==> config.mk <==
export PLATFORM = sky130hd
export DESIGN_NAME = heichips25_io_bank
export DESIGN_NICKNAME = d
export VERILOG_FILES = /design/src/rtl/heichips25_io_bank.sv
export SDC_FILE = /design/constraint.sdc
export NUM_CORES = 1
export LEC_CHECK = 0
export CORE_AREA = 4 4 166 168
export DETAILED_ROUTE_END_ITERATION = 10
export DIE_AREA = 0 0 170 172
export GPL_TIMING_DRIVEN = 0
export PLACE_DENSITY_LB_ADDON = 0.25
export SYNTH_ARGS = -nofsm -noshare
export SYNTH_HDL_FRONTEND = slang
export SYNTH_SLANG_ARGS = --single-unit
==> constraint.sdc <==
create_clock -name fpga_clk_i -period 1.29 [get_ports fpga_clk_i]
set_input_delay 0.129 -clock fpga_clk_i [delete_from_list [all_inputs] [get_ports fpga_clk_i]]
set_output_delay 0.129 -clock fpga_clk_i [all_outputs]
set_load 0.005 [all_outputs]
==> src/rtl/heichips25_io_bank.sv <==
// Purpose : per-pin I/O bank controller between fabric I/Os and bidirectional pad cells.
//           Each pin has a runtime mode (Hi-Z / fabric / force-low / force-high), an input
//           synchroniser and filter, and a sticky rising-edge flag that feeds a maskable interrupt.
// Latency : pad outputs are combinational from fabric_*_i and the mode registers (zero latency);
//           pad_in_i -> fabric_in_o is SYNC_STAGES+1 cycles (SYNC_STAGES+DEBOUNCE_CYCLES+1 with debounce).
//           cfg_rdata_o and irq_o are registered (1 cycle).
// Backpressure: none; config writes always complete in one cycle, out-of-range writes are dropped.
//
// Optional feature: define IO_DEBOUNCE_EN to add a per-pin debounce counter in the filter stage.
//
// Ports:
//   fpga_clk_i / fpga_rst_i       clock, synchronous active-high reset
//   cfg_we_i, cfg_addr_i,         config write {irq_en, mode[1:0]} to pin cfg_addr_i
//   cfg_wdata_i
//   cfg_rdata_o                   registered {rise_flag, irq_en, mode} of pin cfg_addr_i (0 if out of range)
//   irq_clr_i                     write-1-to-clear rise flags
//   irq_o                         registered OR of rise_flag & irq_en
//   fabric_out_i / fabric_oe_i    fabric output data / enable
//   fabric_in_o                   synchronised, filtered pad input
//   pad_in_i / pad_out_o / pad_oe_o   pad p2c / c2p / c2p_en
module heichips25_io_bank #(
    parameter int NUM_IO          = 32,
    parameter int SYNC_STAGES     = 2,
    parameter int DEBOUNCE_CYCLES = 15,
    localparam int AW             = (NUM_IO > 1) ? $clog2(NUM_IO) : 1
) (
    input  logic              fpga_clk_i,
    input  logic              fpga_rst_i,
    input  logic              cfg_we_i,
    input  logic [AW-1:0]     cfg_addr_i,
    input  logic [2:0]        cfg_wdata_i,
    output logic [3:0]        cfg_rdata_o,
    input  logic [NUM_IO-1:0] irq_clr_i,
    output logic              irq_o,
    input  logic [NUM_IO-1:0] fabric_out_i,
    input  logic [NUM_IO-1:0] fabric_oe_i,
    output logic [NUM_IO-1:0] fabric_in_o,
    input  logic [NUM_IO-1:0] pad_in_i,
    output logic [NUM_IO-1:0] pad_out_o,
    output logic [NUM_IO-1:0] pad_oe_o
);

    // One extra bit so that an AW-bit address can be compared against NUM_IO itself.
    localparam logic [AW:0] NUM_IO_W = (AW+1)'(NUM_IO);

    logic [1:0]        mode_q [NUM_IO];
    logic [1:0]        mode_d [NUM_IO];
    logic [NUM_IO-1:0] irq_en_q, irq_en_d;
    logic [NUM_IO-1:0] sync_q [SYNC_STAGES];
    logic [NUM_IO-1:0] filt_q, filt_d;
    logic [NUM_IO-1:0] filt_prev_q;
    logic [NUM_IO-1:0] rise_q, rise_d;
    logic [3:0]        rdata_q, rdata_d;
    logic              irq_q, irq_d;
    logic              addr_ok;
    logic [NUM_IO-1:0] sync_out;

    assign addr_ok  = ({1'b0, cfg_addr_i} < NUM_IO_W);
    assign sync_out = sync_q[SYNC_STAGES-1];

    // Config, read-back, flags and interrupt next-state.
    // Read-back uses the current (_q) values, so a same-cycle write to the read pin returns old data.
    always_comb begin
        for (int i = 0; i < NUM_IO; i++) begin
            mode_d[i] = mode_q[i];
        end
        irq_en_d = irq_en_q;
        rdata_d  = '0;
        if (cfg_we_i && addr_ok) begin
            mode_d[cfg_addr_i]   = cfg_wdata_i[1:0];
            irq_en_d[cfg_addr_i] = cfg_wdata_i[2];
        end
        if (addr_ok) begin
            rdata_d = {rise_q[cfg_addr_i], irq_en_q[cfg_addr_i], mode_q[cfg_addr_i]};
        end
        // A new edge overrides a same-cycle clear so no event is lost.
        rise_d = (rise_q & ~irq_clr_i) | (filt_q & ~filt_prev_q);
        irq_d  = |(rise_q & irq_en_q);
    end

`ifdef IO_DEBOUNCE_EN
    localparam int CW = $clog2(DEBOUNCE_CYCLES + 1);

    logic [CW-1:0] cnt_q [NUM_IO];
    logic [CW-1:0] cnt_d [NUM_IO];

    // Counter runs only while the synchronised input disagrees with the filtered value;
    // any agreement restarts it, so short glitches never reach the terminal count.
    always_comb begin
        filt_d = filt_q;
        for (int i = 0; i < NUM_IO; i++) begin
            cnt_d[i] = '0;
            if (sync_out[i] != filt_q[i]) begin
                if (cnt_q[i] == CW'(DEBOUNCE_CYCLES)) begin
                    filt_d[i] = sync_out[i];
                end else begin
                    cnt_d[i] = cnt_q[i] + CW'(1);
                end
            end
        end
    end

    always_ff @(posedge fpga_clk_i) begin
        for (int i = 0; i < NUM_IO; i++) begin
            if (fpga_rst_i) begin
                cnt_q[i] <= '0;
            end else begin
                cnt_q[i] <= cnt_d[i];
            end
        end
    end
`else
    always_comb begin
        filt_d = sync_out;
    end
`endif

    always_ff @(posedge fpga_clk_i) begin
        if (fpga_rst_i) begin
            for (int i = 0; i < NUM_IO; i++) begin
                mode_q[i] <= 2'b00;
            end
            for (int s = 0; s < SYNC_STAGES; s++) begin
                sync_q[s] <= '0;
            end
            irq_en_q    <= '0;
            filt_q      <= '0;
            filt_prev_q <= '0;
            rise_q      <= '0;
            rdata_q     <= '0;
            irq_q       <= 1'b0;
        end else begin
            for (int i = 0; i < NUM_IO; i++) begin
                mode_q[i] <= mode_d[i];
            end
            sync_q[0] <= pad_in_i;
            for (int s = 1; s < SYNC_STAGES; s++) begin
                sync_q[s] <= sync_q[s-1];
            end
            irq_en_q    <= irq_en_d;
            filt_q      <= filt_d;
            filt_prev_q <= filt_q;
            rise_q      <= rise_d;
            rdata_q     <= rdata_d;
            irq_q       <= irq_d;
        end
    end

    // Output path: pure mux of mode register and fabric signals.
    always_comb begin
        pad_oe_o  = '0;
        pad_out_o = '0;
        for (int i = 0; i < NUM_IO; i++) begin
            case (mode_q[i])
                2'b01: begin
                    pad_oe_o[i]  = fabric_oe_i[i];
                    pad_out_o[i] = fabric_out_i[i];
                end
                2'b10: begin
                    pad_oe_o[i]  = 1'b1;
                end
                2'b11: begin
                    pad_oe_o[i]  = 1'b1;
                    pad_out_o[i] = 1'b1;
                end
                default: begin
                end
            endcase
        end
    end

    assign fabric_in_o = filt_q;
    assign cfg_rdata_o = rdata_q;
    assign irq_o       = irq_q;

endmodule

== Word level (Yosys, flattened, before mapping) ==
Memory sizes are Yosys's and may differ from the RTL's. A register that Yosys moved wholly into a read port is not among the register bits.
Cells that the tools add are included.
Widths: inputs -> output; s select.

* Register bits after elaboration: 101
* RAM bits: 128
* Output and inout bits: 101
* Logic and storage cells: 295
* Memories kept: 2

{| class="wikitable"
|+ Memories
! name !! depth !! width !! read ports !! clocked after Yosys merged registers in !! wr ports !! RTL line !! source
|-
| mode_q || 32 || 2 || 33 || 1 || 32 || 46 || <nowiki>logic [1:0] mode_q [NUM_IO];</nowiki>
|-
| sync_q || 2 || 32 || 2 || 1 || 2 || 49 || <nowiki>logic [NUM_IO-1:0] sync_q [SYNC_STAGES];</nowiki>
|}

* Order comparisons: 4
* Equal/unequal tests: 96
* Muxes and demuxes: 112
* Bitwise logic cells: 41
* Reduce and logical (&&, ||, !) cells: 35

{| class="wikitable"
|+ Operator list
! cell !! number
|-
| $eq 2x2->1 const B || 64
|-
| $pmux 1 s2 || 64
|-
| $and 32x32->32 || 3
|-
| $mux 2 || 33
|-
| $bwmux 64 || 1
|-
| $eq 2x1->1 const B || 32
|-
| $mux 32 || 2
|-
| $mux 64 || 1
|-
| $not 32->32 || 2
|-
| $reduce_or 2->1 || 32
|-
| $or 1x1->1 || 34
|-
| $bwmux 32 || 1
|-
| $or 32x32->32 || 1
|-
| $reduce_or 32->1 || 1
|-
| $bmux 1 s5 || 2
|-
| $demux 2 s5 || 1
|-
| $ge 6x6->1 const B || 1
|-
| $lt 5x6->1 const B || 1
|-
| $lt 6x1->1 const B || 1
|-
| $mux 1 || 6
|-
| $not 5->6 || 1
|-
| $demux 1 s5 || 1
|-
| $ge 5x1->1 const B || 1
|-
| $logic_and 1x1->1 || 2
|}

== Depth between registers and ports, before layout ==
* Depth after elaboration: 8
* Mapped depth: 7

== Least setup slack after synthesis ==
No wires, ideal clock.

* Path kind: input port to flip-flop
* Start point: in cfg_addr_i[1]
* End point: reg rdata_q[1], in the netlist cfg_rdata_o[1], read port of mode_q
* Library setup time: 0.132 ns
* Arrival time: 1.203 ns
* Required time: 1.158 ns
* Setup slack: -0.045 ns
* Stages on the path: 7
* Path buffers: 3
* Path through: buf_2 > buf_6 > buf_4 > mux2i_1 > o22ai_1 > nor4_1 > a21oi_1

{| class="wikitable"
|+ RTL lines
! item !! RTL line !! source
|-
| from (decl) || 30 || <nowiki>input logic [AW-1:0] cfg_addr_i,</nowiki>
|-
| to (decl) || 53 || <nowiki>logic [3:0] rdata_q, rdata_d;</nowiki>
|}

==> impl_results.md <==
- # port buffers: around 240
- CTS tree: done
- Final Critical Period: around 1.4 ns
- Share of post-route cells with drive strength above 1: 0.2698
- CTS Sinks: 261
- RSZ-0062 raised after global routing: yes
- CP startpoint kind: flop
- Final ANT Viol Nets: 0
- Antenna Cells: 0
- Fmax achieved: 716.8 MHz
- Worst slew pin tran: 0.7535 ns
- Max-slew headroom: 0.4977
- Total Routing Usage GR: 0.2113
- Number of I/O pins: 240
- Final setup margin: -0.1051 ns
- Yosys top cell area share: 0.5066
- Vias in the first global route: 8711
- Synthesis-to-finish area growth: 43.75%
- First-pass GRT wire length: 48600 µm
- Iter 0 DRT Violations: ~640
- Hold buffer count at CTS: 0
- Post-Syn Area: ~10000 µm²
- Leakage power: just over 6 nW
- CTS root buf: clkbuf_16
- Yosys warnings: 0
- Routed WL: 32680 µm
- Fin Setup TNS: -1.047 ns
- Hold crit path type: in2reg
- Final setup violation count: 30
- Unique masters post-synth: 37
- Ranking of synthesized cells by area: dfxtp_1, mux2i_1, nor2b_1
- Core ar.: around 26000 µm²
- Critical path type: reg2reg
- Number of fill cells: ~2300
- Grt ovf: 0
- Final period util: 1.081
- Hold Fails Final Rpt: 0
- Hold path cells: 3
- Setup Skew: between 0.02 and 0.025 ns
- Initial Utilization: 0.3980
- Arr. time, crit path: 1.78 ns
- Longest Clk Path Bufs: 3
- R2R depth: 6
- Largest net degree at the start of global routing: 20
- Max VDD drop: 1.153 mV
- Top FF cell, synth: dfxtp_1
- Die H: roughly 170 µm
- Max-cap violation count: 0
- Nets: about 1600
- # rows: 59
- Worst-path maximum fanout: 2
- Critical path capture point type: flop
- Vias per Instance: around 5.2
- Avg Inst Size Synth: 9.567 µm²
- Post-synthesis register bit count: 261
- Die W: ~170 µm
- EDFF count, synth: 0
- Clk Latency, worst-skew pair: 0.55 ns
- DIE AREA: roughly 29000 µm²
- H-tree Lvls: 1
- Drt pass-1 iters: 5
- Sequential share of the synthesized area: 0.5066
- GP Congestion: ~0.92
- Syn nets: approximately 1200
- Slew Viols, Final: 0
- Post-DP HPWL: 24340 µm
- Cells after Synth: 1078
- Via count: between 9000 and 10000
- # DRC: 0
- Clk slew on worst S/H paths: about 0.060 ns
- PwrDens: ~1200 nW/µm²
- Num CTS Buffers: 26
- Fraction of registers with async set/reset: 0
- Tot Pwr: approximately 18 mW
- WP data required: 1.68 ns
- Antenna violations before repair: 2
- Pre-CTS WS: -0.8247 ns
- Violations in the final reports: setup timing
- Largest area contributor in the netlist: dfxtp_1
- Outcome: finished with violations
- Routed WL per cell: approximately 18 µm
[metrics by stage]
step | hold WS (ns) | cells | utilization | cell area, µm²
3_5_place_dp | 0.4204 | 1650 | 0.5063 | 13120
4_1_cts | 0.1160 | 1763 | 0.5615 | 14550
3_3_place_gp | 0.4160 | 1650 | 0.5063 | 13120
2_1_floorplan | 0.2572 | 1078 | - | 10330
5_1_grt | 0.1223 | 1773 | 0.5722 | 14830
6_report | 0.1376 | 1773 | 0.5722 | 14830
[kinds of logic after synthesis]
kind of cell	count (synthesis)	share of synthesized area
simple gates	403	0.2253
compound gates	257	0.1480
mux	88	0.08541
flops	261	0.5066
buf+inv	69	0.03470
[critical path, cell delays in order, from the launching register on]
cell,delay [ns]
dfxtp_2,0.33
buf_6,0.11
buf_4,0.13
mux2i_4,0.18
o22ai_2,0.10
nor4_1,0.27
a21oi_1,0.13
[worst paths after layout]
check	slack [ns]	endpoint	from
hold / removal	0.14	sync_q[0][10]	fpga_rst_i
setup / recovery	-0.11	cfg_rdata_o[0]	mode_q[28][0]
hold reg to reg	0.43	sync_q[1][14]	sync_q[0][14]
setup reg to reg	-0.11	cfg_rdata_o[0]	mode_q[28][0]
[final cells by class]
cell class              instances  area (µm²)  share of cell area
clock buffers                  37       752.0             0.05072
well taps                     335       419.2             0.02827
multi-input cells             748        5025              0.3389
plain buffers                  68       382.9             0.02582
repair buffers                314        2644              0.1783
flip-flops and latches        261        5375              0.3626
clock inverters                10       227.7             0.01536
[synthesized netlist by cell type (2+ instances only)]
cell and number:
a21oi_1 109, nor3b_4 2, buf_2 16, nor2b_1 128
nand2b_1 64, o22ai_1 32, nand3_1 42, clkbuf_1 36
buf_6 7, nand4b_1 4, nand4bb_1 4, nand3b_1 4
o21a_1 32, mux2i_1 88, dfxtp_1 261, a22oi_1 16
nor4_1 8, or4bb_1 2, or4b_4 3, nor3_4 4
a21o_1 32, o21ai_0 36, buf_4 7, nand2_1 86
buf_1 3, and3b_1 2, nor2_1 37, nand4_1 4
[registers in the layout, indices dropped and copies added, names as in the netlist]
| register | cells |
|---|---|
| irq_o | 1 |
| fabric_in_o | 32 |
| cfg_rdata_o | 4 |
| rise_q | 32 |
| irq_en_q | 32 |
| sync_q | 64 |
| filt_prev_q | 32 |
| mode_q | 64 |
[per-layer routing]
metal	wire [µm]	up-vias	share of wire	global-route usage
met5	22	-	0.00067	0
met4	1343	4	0.041	0.08229
met3	3070	81	0.094	0.06264
met2	15210	408	0.47	0.3594
met1	13040	4235	0.40	0.2528
li1	-	4430	-	-
[placed cells by master (no fill, tap or decap), drive strengths merged]
cell	instances
nor3	6
or4	1
buf	177
o21a	32
clkdlybuf4s15	19
or3b	1
a22oi	16
or4b	4
or4bb	2
nand4bb	4
mux2i	88
clkinvlp	1
nand4	4
clkbuf	78
dlygate4sd2	14
dfxtp	261
nand3	42
nor4	8
nor3b	3
o22ai	32
clkdlybuf4s50	131
bufinv	6
nand4b	4
and3	1
nand2b	64
o21ai	36
clkinv	3
a21o	32
nand3b	4
and3b	2
nand2	87
nor2	38
a21oi	109
nor2b	128
[power by group]
part	switching, mW	internal, mW
registers	0.0920	8.22
logic	0.655	0.739
clock network	3.16	5.27
total	3.91	14.2
[timing repair]
action,CTS,global route
resized for setup,449,86
pin swaps,34,18
buffers inserted,67,10
setup endpoints to repair,210,123
Power figures use the tool's default switching activity.
